File: src/rtl/vga_text_writer_if.sv
// ---------------------------------------------------------------------------
// vga_text_writer_if
//
// Bundles the byte-input handshake and the text-buffer write port of the
// text writer so that producer and consumer share one connection object.
//
// Signals
//   in_valid  producer -> writer   a character byte is being offered
//   in_char   producer -> writer   offered character code
//   in_ready  writer -> producer   writer accepts a byte this cycle
//   wr_en     writer -> buffer     one-cycle cell write strobe
//   wr_addr   writer -> buffer     cell address (row*cols + col)
//   wr_data   writer -> buffer     character written into the cell
//
// Modports
//   master  the side that offers bytes and observes the buffer writes
//   slave   the text writer itself
// ---------------------------------------------------------------------------
interface vga_text_writer_if #(
  parameter int addr_width = 15
) ();

  logic                  in_valid;
  logic [7:0]            in_char;
  logic                  in_ready;
  logic                  wr_en;
  logic [addr_width-1:0] wr_addr;
  logic [7:0]            wr_data;

  modport master (
    output in_valid,
    output in_char,
    input  in_ready,
    input  wr_en,
    input  wr_addr,
    input  wr_data
  );

  modport slave (
    input  in_valid,
    input  in_char,
    output in_ready,
    output wr_en,
    output wr_addr,
    output wr_data
  );

endinterface

File: src/rtl/vga_text_writer.sv
// ---------------------------------------------------------------------------
// vga_text_writer
//
// Turns a stream of character bytes into writes to a character-cell text
// buffer (one byte per 8x8 cell), keeping a cursor and interpreting a small
// set of control codes (LF, CR, BS, FF). Moving onto a new row clears that
// row; FF and reset clear the whole screen. While a clear is running the
// byte input is stalled.
//
// Parameters
//   h_disp, v_disp   visible pixel size; the cell grid is (h_disp/8) x (v_disp/8)
//
// Ports
//   clk              pixel clock, the only clock
//   reset            synchronous, active-high
//   bus (slave)      in_valid/in_char/in_ready byte handshake and the
//                    registered wr_en/wr_addr/wr_data buffer write port
//   cursor_x         column where the next printable character lands
//   cursor_y         row where the next printable character lands
//   busy             high while a line or screen clear is in progress
// ---------------------------------------------------------------------------
module vga_text_writer #(
  parameter  int h_disp     = 1280,
  parameter  int v_disp     = 1024,
  localparam int cols       = h_disp / 8,
  localparam int rows       = v_disp / 8,
  localparam int addr_width = $clog2(h_disp * v_disp / 64),
  localparam int x_width    = $clog2(cols),
  localparam int y_width    = $clog2(rows)
) (
  input  logic               clk,
  input  logic               reset,
  vga_text_writer_if.slave   bus,
  output logic [x_width-1:0] cursor_x,
  output logic [y_width-1:0] cursor_y,
  output logic               busy
);

  localparam logic [addr_width-1:0] cols_a      = addr_width'(cols);
  localparam logic [addr_width-1:0] line_span   = addr_width'(cols - 1);
  localparam logic [addr_width-1:0] screen_last = addr_width'(rows * cols - 1);
  localparam logic [x_width-1:0]    last_col    = x_width'(cols - 1);
  localparam logic [y_width-1:0]    last_row    = y_width'(rows - 1);
  localparam logic [7:0]            space_char  = 8'h20;

  localparam logic [7:0] char_bs = 8'h08;
  localparam logic [7:0] char_lf = 8'h0A;
  localparam logic [7:0] char_ff = 8'h0C;
  localparam logic [7:0] char_cr = 8'h0D;

  typedef enum logic [1:0] {
    IDLE,
    CLEAR_SCREEN,
    CLEAR_LINE
  } state_t;

  state_t                state_q, state_d;
  logic [addr_width-1:0] clr_addr_q, clr_addr_d;
  logic [addr_width-1:0] clr_last_q, clr_last_d;
  logic [x_width-1:0]    cursor_x_q, cursor_x_d;
  logic [y_width-1:0]    cursor_y_q, cursor_y_d;
  logic                  wr_en_q, wr_en_d;
  logic [addr_width-1:0] wr_addr_q, wr_addr_d;
  logic [7:0]            wr_data_q, wr_data_d;

  logic                  in_ready;
  logic                  is_printable;
  logic                  start_line;
  logic [addr_width-1:0] cur_addr;
  logic [y_width-1:0]    next_row;
  logic [addr_width-1:0] next_base;

  // First cell address of a row. The row index is widened to the full
  // address width before multiplying so the product is never truncated.
  function automatic logic [addr_width-1:0] row_base(input logic [y_width-1:0] y);
    return addr_width'(y) * cols_a;
  endfunction

  // Cursor-derived helpers shared by the printable, LF and BS paths.
  // There is no scrolling: the row after the last one is row 0.
  always_comb begin
    cur_addr     = row_base(cursor_y_q) + addr_width'(cursor_x_q);
    next_row     = (cursor_y_q == last_row) ? '0 : cursor_y_q + y_width'(1);
    next_base    = row_base(next_row);
    is_printable = (bus.in_char >= 8'h20) && (bus.in_char <= 8'h7E);
  end

  // Next-state and next-output logic. Every write goes through the wr_*_d
  // path so the buffer sees it one cycle after the byte was accepted (or one
  // cycle after the clear step that produced it). Both clear states walk
  // clr_addr from its start value up to clr_last, one cell per cycle; they
  // differ only in where they start and stop, which is loaded on entry.
  always_comb begin
    state_d    = state_q;
    clr_addr_d = clr_addr_q;
    clr_last_d = clr_last_q;
    cursor_x_d = cursor_x_q;
    cursor_y_d = cursor_y_q;
    wr_en_d    = 1'b0;
    wr_addr_d  = wr_addr_q;
    wr_data_d  = wr_data_q;
    start_line = 1'b0;

    case (state_q)
      IDLE: begin
        if (bus.in_valid) begin
          if (is_printable) begin
            wr_en_d   = 1'b1;
            wr_addr_d = cur_addr;
            wr_data_d = bus.in_char;
            if (cursor_x_q != last_col) begin
              cursor_x_d = cursor_x_q + x_width'(1);
            end else begin
              cursor_x_d = '0;
              cursor_y_d = next_row;
              start_line = 1'b1;
            end
          end else begin
            case (bus.in_char)
              char_lf: begin
                cursor_x_d = '0;
                cursor_y_d = next_row;
                start_line = 1'b1;
              end
              char_cr: begin
                cursor_x_d = '0;
              end
              // Backspace never crosses into the previous row, so the
              // erased cell is simply the one just before the cursor.
              char_bs: begin
                if (cursor_x_q != '0) begin
                  cursor_x_d = cursor_x_q - x_width'(1);
                  wr_en_d    = 1'b1;
                  wr_addr_d  = cur_addr - addr_width'(1);
                  wr_data_d  = space_char;
                end
              end
              char_ff: begin
                cursor_x_d = '0;
                cursor_y_d = '0;
                state_d    = CLEAR_SCREEN;
                clr_addr_d = '0;
                clr_last_d = screen_last;
              end
              default: begin
              end
            endcase
          end

          // Any move onto a new row blanks that row before more input.
          if (start_line) begin
            state_d    = CLEAR_LINE;
            clr_addr_d = next_base;
            clr_last_d = next_base + line_span;
          end
        end
      end

      CLEAR_SCREEN, CLEAR_LINE: begin
        wr_en_d   = 1'b1;
        wr_addr_d = clr_addr_q;
        wr_data_d = space_char;
        if (clr_addr_q == clr_last_q) begin
          state_d = IDLE;
        end else begin
          clr_addr_d = clr_addr_q + addr_width'(1);
        end
      end

      default: begin
        state_d    = CLEAR_SCREEN;
        clr_addr_d = '0;
        clr_last_d = screen_last;
      end
    endcase
  end

  // State and output registers. Reset parks the block at the start of a
  // full-screen clear so the buffer is blanked as soon as reset drops.
  always_ff @(posedge clk) begin
    if (reset) begin
      state_q    <= CLEAR_SCREEN;
      clr_addr_q <= '0;
      clr_last_q <= screen_last;
      cursor_x_q <= '0;
      cursor_y_q <= '0;
      wr_en_q    <= 1'b0;
      wr_addr_q  <= '0;
      wr_data_q  <= '0;
    end else begin
      state_q    <= state_d;
      clr_addr_q <= clr_addr_d;
      clr_last_q <= clr_last_d;
      cursor_x_q <= cursor_x_d;
      cursor_y_q <= cursor_y_d;
      wr_en_q    <= wr_en_d;
      wr_addr_q  <= wr_addr_d;
      wr_data_q  <= wr_data_d;
    end
  end

  assign in_ready     = (state_q == IDLE);
  assign bus.in_ready = in_ready;
  assign busy         = ~in_ready;
  assign bus.wr_en    = wr_en_q;
  assign bus.wr_addr  = wr_addr_q;
  assign bus.wr_data  = wr_data_q;
  assign cursor_x     = cursor_x_q;
  assign cursor_y     = cursor_y_q;

endmodule

File: src/flat_wrapper.sv
// flat-port wrapper written by rule: the top's interface ports become plain ports
module vga_text_writer_flat 
#(
  parameter  int h_disp     = 1280,
  parameter  int v_disp     = 1024,
  localparam int cols       = h_disp / 8,
  localparam int rows       = v_disp / 8,
  localparam int addr_width = $clog2(h_disp * v_disp / 64),
  localparam int x_width    = $clog2(cols),
  localparam int y_width    = $clog2(rows)
)
  (clk, reset, cursor_x, cursor_y, busy, bus_in_valid, bus_in_char, bus_in_ready, bus_wr_en, bus_wr_addr, bus_wr_data);
  vga_text_writer_if #(.addr_width(($clog2(h_disp * v_disp / 64)))) bus_i ();
  input  logic clk;
  input  logic reset;
  output logic [x_width-1:0] cursor_x;
  output logic [y_width-1:0] cursor_y;
  output logic busy;
  input wire logic [$bits(bus_i.in_valid)-1:0] bus_in_valid;
  input wire logic [$bits(bus_i.in_char)-1:0] bus_in_char;
  output wire logic [$bits(bus_i.in_ready)-1:0] bus_in_ready;
  output wire logic [$bits(bus_i.wr_en)-1:0] bus_wr_en;
  output wire logic [$bits(bus_i.wr_addr)-1:0] bus_wr_addr;
  output wire logic [$bits(bus_i.wr_data)-1:0] bus_wr_data;
  assign bus_i.in_valid = bus_in_valid;
  assign bus_i.in_char = bus_in_char;
  assign bus_in_ready = bus_i.in_ready;
  assign bus_wr_en = bus_i.wr_en;
  assign bus_wr_addr = bus_i.wr_addr;
  assign bus_wr_data = bus_i.wr_data;
  vga_text_writer #(.h_disp(h_disp), .v_disp(v_disp)) u_core (.clk(clk), .reset(reset), .bus(bus_i), .cursor_x(cursor_x), .cursor_y(cursor_y), .busy(busy));
endmodule
File: config.mk
export PLATFORM = sky130hd
export DESIGN_NAME = vga_text_writer_flat
export DESIGN_NICKNAME = d
export VERILOG_FILES = /design/src/rtl/vga_text_writer_if.sv /design/src/rtl/vga_text_writer.sv /design/src/flat_wrapper.sv
export SDC_FILE = /design/constraint.sdc
export NUM_CORES = 1
export LEC_CHECK = 0
export ABC_AREA = 0
export BUFFER_PORTS_ARGS = -buffer_cell sky130_fd_sc_hd__buf_4
export CAP_MARGIN = 20
export CORE_MARGIN = 2
export CORE_UTILIZATION = 41
export CTS_CLUSTER_DIAMETER = 200
export DETAILED_ROUTE_END_ITERATION = 6
export GPL_ROUTABILITY_DRIVEN = 0
export GPL_TIMING_DRIVEN = 0
export PLACE_DENSITY = 0.65
export SYNTH_ARGS = -nofsm -noshare
export SYNTH_HDL_FRONTEND = slang
export SYNTH_SLANG_ARGS = --single-unit
File: constraint.sdc
create_clock -name clk -period 3.5 [get_ports clk]
set_input_delay 0.7 -clock clk [delete_from_list [all_inputs] [get_ports clk]]
set_output_delay 0.7 -clock clk [all_outputs]
set_load 0.05 [all_outputs]
==> key figures, run 1 <==
Status
  • Status: finished clean

Placed design
  • Port Buf Inserts: 50
  • Placed cells: 807
  • Detailed placer's ending HPWL: 10570 um
  • Setup WS pre-CTS: -0.4266 ns

Finish
  • # diodes: 0
  • Layout area overhead: 21.85%
  • Finished Layout Cells: 827
  • Layout cells sized above 1: 14.91%
  • Final #Nets: 724
  • Layout fillers: 1107

STA
  • Least-Margin Pin Slew: 0.6902 ns
  • Relative slew slack: 53.77%
  • Max Clock Freq: 298.1 MHz
  • Final setup margin: 0.1454 ns
  • Hold Fails Final Rpt: 0
  • TNS Setup: 0 ns
  • Setup violators final: 0
  • Max-slew violations: 0
  • Clock skew: 0.008611 ns
  • Hold slack: 0.4511 ns
  • Final Critical Period: 3.355 ns
  • Period utilization: 95.85%

Logic synthesis
  • Syn Area/Cell: 7.713 um2
  • Synthesized flop and latch total: 66
  • Most used flip-flop cell after synthesis: dfxtp_1
  • Syn nets: 659
  • Post-synth ARST share: 0%
  • Netlist cell types: 63
  • Number of synthesized flops with an enable pin: 0
  • Ys Warns: 0
  • Synth Instances: 614
  • Mapped Area: 4736 um2
  • Sequential element share of the synthesized area: 27.90%

Power
  • Power per Cell Area: 333.9 nW/um2
  • Worst vdd ir: 0.2025 mV
  • Leakage power of the design: 2.385 nW
  • Pwr Total: 0.001927 W

Clock network
  • H-tree depth: 3
  • Longest Clk Path Bufs: 2
  • Clock latency at the later pin of the worst-skew pair: 0.34 ns
  • Clock root buffer: clkbuf_16
  • CTS Buf Count: 9
  • Sink Count: 66
  • CTS tree: yes
  • Clock slew at reported path FFs: 0.06 ns
  • CTS Hold Bufs: 0

Critical path
  • CP required: 3.76 ns
  • Cell breakdown of the critical path: ha_4 > and3_1 > and3_1 > and2_4 > nor2_4 > ha_1 > ha_2 > inv_1 > fa_1 > nor2b_1 > o21ai_2 > nor3b_1 > nor2_2 > a22oi_1 > or3_1 > a21oi_1
  • CP top delay family: simple AND/OR/NAND/NOR gates
  • Crit-path most repeated cell: and3_1
  • Critical path buffer and inverter count: 1
  • Startpoint types: flop
  • Critical Path AT: 3.62 ns
  • Crit path largest cell delay: 0.39 ns
  • WS Path Type: flop to flop
  • CP Max Fanout: 5
  • Crit. End Element: flop
  • Crit path max-delay cell type: fa_1

Drt
  • Vias: 4801
  • First DRT Iteration DRCs: 366
  • Routed vias/inst: 5.805
  • Wire per inst: 17.62 um
  • Post-route DRC violation count: 0
  • Drt pass-1 iters: 5
  • Detail Route Antenna Nets: 0
  • WL final: 14570 um

Run
  • MaxCap Viol Count: 0

Global route
  • Antenna violations before repair: 0
  • Number of global-route vias before repair: 4632
  • Largest net degree at the start of global routing: 13
  • Global route overflow: 0
  • Total track usage: 23.02%
  • First-pass GRT wire length: 23320 um

Floorplanning
  • # rows: 39
  • # IOs: 52
  • Die Wd: 111.5 um
  • DIE AREA: 12430 um2
  • Starting Density: 41.83%
  • Core area: 11320 um2
  • Die H: 111.5 um

Hold path
  • Worst Hold Class: flop to flop
## layer usage
metal,global-route usage [%],wire length (um)
met1,29.57,6456
met2,37.48,6968
met3,4.682,751
met4,10.29,397
met5,0,0
## sequential cells by signal (all words and copies together), names as in the netlist
name,cells
u_core.cursor_y,7
u_core.bus.wr_en,1
u_core.bus.wr_data,8
u_core.bus.wr_addr,15
u_core.clr_last_q,10
u_core.clr_addr_q,15
u_core.cursor_x,8
u_core.state_q,2
## metrics by stage
stage / area (um2) / utilization, %
global route: 5771 / 50.97
floorplan: 4738 / -
detailed placement: 5293 / 46.75
finish: 5771 / 50.97
CTS: 5675 / 50.13
global placement: 5293 / 46.75
## cells in the mapped netlist (all sizes together), types with 2 or more instances
library cell	instances	area, um2
xnor2	34	297.8
nand4b	2	17.52
nor4	4	25.02
nand2	48	180.2
o21a	3	22.52
nor3b	5	37.54
nand2b	7	43.79
o21ai	37	188.9
nor2	64	240.2
o31ai	4	30.03
a2111oi	2	18.77
fa	3	60.06
xor2	16	140.1
nand3b	5	37.54
a211oi	9	67.56
o211a	3	30.03
o21bai	3	22.52
a22oi	11	82.58
and3	15	93.84
o22ai	5	31.28
a21oi	57	285.3
clkbuf	32	120.1
and2	4	25.02
mux2i	3	42.54
or2	4	25.02
ha	31	387.9
or3b	3	26.28
nor4b	3	41.29
or3	12	75.07
a21o	3	22.52
inv	23	86.33
dfxtp	66	1321
nor2b	10	62.56
o211ai	2	15.01
and3b	2	17.52
and4	2	17.52
a31oi	4	25.02
a22o	2	26.28
or4b	2	23.77
nor3	22	110.1
nand3	25	125.1
nand4	5	31.28
o2bb2ai	3	26.28
buf	3	15.01
## repair_timing
item,in CTS,in global routing
cloned,0,0
endpoints found under the setup margin,6,8
setup buffers,1,3
gates resized for setup,12,14
pin swaps,1,6
## cells in the final DEF (no fill, tap or decap), drive strengths merged, types with 5 or more instances in the layout
master / n
xnor2: 34
dfxtp: 66
nand3b: 5
nor3b: 5
nand2b: 7
a211oi: 9
ha: 31
o22ai: 5
buf: 57
and3: 15
o21ai: 37
or3: 12
a22oi: 11
nor3: 22
a21oi: 57
nand2: 48
inv: 23
xor2: 16
nor2b: 10
nand4: 5
clkbuf: 41
nand3: 25
nor2: 64
## power by group
| group | leakage (nW) | switching [W] | internal, W |
|---|---|---|---|
| sequential | 0.536 | 0.00000486 | 0.000756 |
| clock | 0.169 | 0.000357 | 0.000696 |
| combinational | 1.68 | 0.0000733 | 0.0000399 |
| total | 2.38 | 0.000436 | 0.00149 |
## cell type report
class	count	area [um2]	share of cell area [%]
plain buffers	35	135.1	2.342
clock buffers	9	225.2	3.903
clock inverters	7	117.6	2.038
inverters	23	86.33	1.496
multi-input cells	490	3291	57.03
flip-flops and latches	66	1331	23.07
well taps	143	178.9	3.101
repair buffers	54	405.4	7.025
## worst reg2reg max path, stage by stage (launching register included)
cell,delay (ns)
dfxtp_4,0.36
ha_4,0.18
and3_1,0.19
and3_1,0.21
and2_4,0.19
nor2_4,0.17
ha_1,0.20
ha_2,0.19
inv_1,0.05
fa_1,0.39
nor2b_1,0.16
o21ai_2,0.08
nor3b_1,0.15
nor2_2,0.17
a22oi_1,0.09
or3_1,0.34
a21oi_1,0.15
## cell families after synthesis
logic type      synth area share [%]
compound gates                 20.66
xor+xnor                       9.723
fa+ha+maj                      9.458
buf+inv                        4.676
flops                          27.90
mux                           0.8983
simple gates                   26.68
## path summary, 6_finish.rpt
| path | startpoint | end | slack (ns) | cells past startpoint |
|---|---|---|---|---|
| hold reg to reg | u_core.bus.wr_addr[8] | u_core.bus.wr_addr[8] | 0.45 | 2 |
| setup / recovery | u_core.cursor_y[1] | u_core.clr_addr_q[12] | 0.15 | 16 |
| setup reg to reg | u_core.cursor_y[1] | u_core.clr_addr_q[12] | 0.15 | 16 |
| hold / removal | u_core.bus.wr_addr[8] | u_core.bus.wr_addr[8] | 0.45 | 2 |
Power figures use the tool's default switching activity.
==> inputs of run 2 (changes only) <==
--- a/config.mk
+++ b/config.mk
@@ -6,7 +6,7 @@
 export NUM_CORES = 1
 export LEC_CHECK = 0
 export ABC_AREA = 0
-export BUFFER_PORTS_ARGS = -buffer_cell sky130_fd_sc_hd__buf_4
+export BUFFER_PORTS_ARGS = -buffer_cell sky130_fd_sc_hd__clkbuf_2
 export CAP_MARGIN = 20
 export CORE_MARGIN = 2
 export CORE_UTILIZATION = 41
==> key figures, run 2 (synthesis gave the netlist of run 1 again) <==
Finish
  • Final #Nets: 724
  • Finished Core Util: 49.41%
  • Fin area: 5594 um2
  • # diodes: 0
  • Commonest non-fill, non-tap cell in the layout: dfxtp_1
  • Layout area overhead: 18.12%
  • Layout fillers: 1146
  • Layout cells sized above 1: 13.89%
  • Commonest cells after routing, fill and taps aside: dfxtp_1, nor2_1, a21oi_1, clkbuf_2, nand2_1

Critical path
  • R2R Path End: u_core.bus.wr_addr[14]
  • Crit path largest cell delay: 0.46 ns
  • CP required: 3.72 ns
  • Cell breakdown of the critical path: buf_4 > ha_1 > ha_1 > inv_1 > fa_1 > nand2b_1 > or3_1 > nand2b_1 > o41ai_1 > o21a_1 > and3b_1 > xor2_1 > o21ai_0
  • Critical Path AT: 3.51 ns
  • Reg2Reg Depth: 13
  • CP top delay family: simple AND/OR/NAND/NOR gates
  • Reg2reg setup slack: 0.21 ns
  • Crit path max-delay cell type: fa_1
  • FF-to-FF Start: u_core.cursor_y[0]
  • CP Max Fanout: 4
  • Critical path buffer and inverter count: 2
  • Startpoint types: flop
  • Crit. End Element: flop
  • WS Path Type: flop to flop
  • CP Depth: 13

STA
  • Max Clock Freq: 303.9 MHz
  • Relative slew slack: 50.68%
  • Hold slack: 0.4543 ns
  • Hold Fails Final Rpt: 0
  • RSZ-0062 raised after global routing: false
  • Final Critical Period: 3.291 ns
  • Period utilization: 94.01%
  • Setup violators final: 0
  • Max-slew violations: 0
  • Clock skew: 0.004739 ns
  • Least-Margin Pin Slew: 0.7398 ns
  • TNS Setup: 0 ns

Global route
  • Total track usage: 22.56%
  • Number of global-route vias before repair: 4579
  • Largest net degree at the start of global routing: 14
  • Antenna violations before repair: 0
  • First-pass GRT wire length: 22960 um
  • Global route overflow: 0

Floorplanning
  • Core area: 11320 um2
  • Die Wd: 111.5 um
  • Die H: 111.5 um
  • # IOs: 52
  • DIE AREA: 12430 um2
  • # rows: 39
  • Starting Density: 41.83%

Drt
  • First DRT Iteration DRCs: 320
  • Routed vias/inst: 5.715
  • Vias: 4726
  • Wire per inst: 17.07 um
  • Detail Route Antenna Nets: 0
  • Drt pass-1 iters: 5
  • Post-route DRC violation count: 0
  • WL final: 14110 um

Clock network
  • Longest Clk Path Bufs: 2
  • Clock root buffer: clkbuf_16
  • H-tree depth: 3
  • CTS Buf Count: 9
  • CTS Hold Bufs: 0
  • Sink Count: 66
  • Clock slew at reported path FFs: 0.06 ns
  • CTS tree: yes
  • Clock latency at the later pin of the worst-skew pair: 0.34 ns

Status
  • Status: finished clean

Power
  • Leakage power of the design: 2.330 nW
  • Worst vdd ir: 0.2266 mV
  • Pwr Total: 0.001945 W
  • Power per Cell Area: 347.8 nW/um2

Hold path
  • Worst Hold Class: flop to flop
  • Hold Crit Start: u_core.bus.wr_addr[3]
  • Hold Path Sink: u_core.bus.wr_addr[3]
  • Worst Hold Depth: 2

Placed design
  • Detailed placer's ending HPWL: 10490 um
  • Port Buf Inserts: 50
  • Placed cell area: 5167 um2

Run
  • MaxCap Viol Count: 0
## run 2: how the worst max path moves through the flow
stage	to	from
4_1_cts	u_core.clr_addr_q[14]	u_core.cursor_y[0]
6_report	u_core.bus.wr_addr[14]	u_core.cursor_y[0]
2_1_floorplan	u_core.clr_addr_q[14]	u_core.cursor_y[3]
3_3_place_gp	u_core.clr_addr_q[14]	u_core.cursor_y[0]
5_1_grt	u_core.bus.wr_addr[14]	u_core.cursor_y[3]
3_5_place_dp	u_core.clr_addr_q[14]	u_core.cursor_y[0]
## run 2: where the power goes
| part | leakage [nW] | switching [W] | internal [W] |
|---|---|---|---|
| clock | 0.171 | 0.000374 | 0.000703 |
| sequential | 0.536 | 0.00000465 | 0.000755 |
| combinational | 1.62 | 0.0000733 | 0.0000347 |
## run 2: area by class of cell
class	instances	area (um2)	share of cell area, %
multi-input cells	490	3232	57.77
flip-flops and latches	66	1331	23.80
repair buffers	54	280.3	5.010
clock buffers	9	225.2	4.026
well taps	143	178.9	3.198
plain buffers	35	135.1	2.416
clock inverters	7	125.1	2.237
inverters	23	86.33	1.543
## run 2: repair_timing
action / in CTS / in global routing
endpoints found under the hold margin: 0 / 0
gates cloned: 0 / 0
buffers inserted: 0 / 4
setup endpoints to repair: 6 / 9
pin swaps: 0 / 2
gates resized for setup: 9 / 8
## run 2: layer usage
metal  global-route usage [%]  vias to the layer above  wire, um
met5                        0                        -         0
met2                    37.60                      160      6605
met3                    5.008                       26       885
met4                    7.819                        0       365
li1                         -                     2322         -
met1                    28.92                     2218      6258
## run 2: per-stage QoR
stage | instances | setup slack, ns
detailed placement | 807 | -0.3188
floorplan | 614 | 0.08888
global placement | 807 | -0.2607
global route | 827 | 0.005020
finish | 827 | 0.2095
CTS | 823 | -0.04925
## run 2: worst register-to-register path, delay by kind of cell (launching register included)
kind	cells	cell delay, ns
compound gates	3	0.56
xor+xnor	1	0.16
simple gates	4	1.02
fa+ha+maj	3	0.85
buf+inv	2	0.22
flops	1	0.36
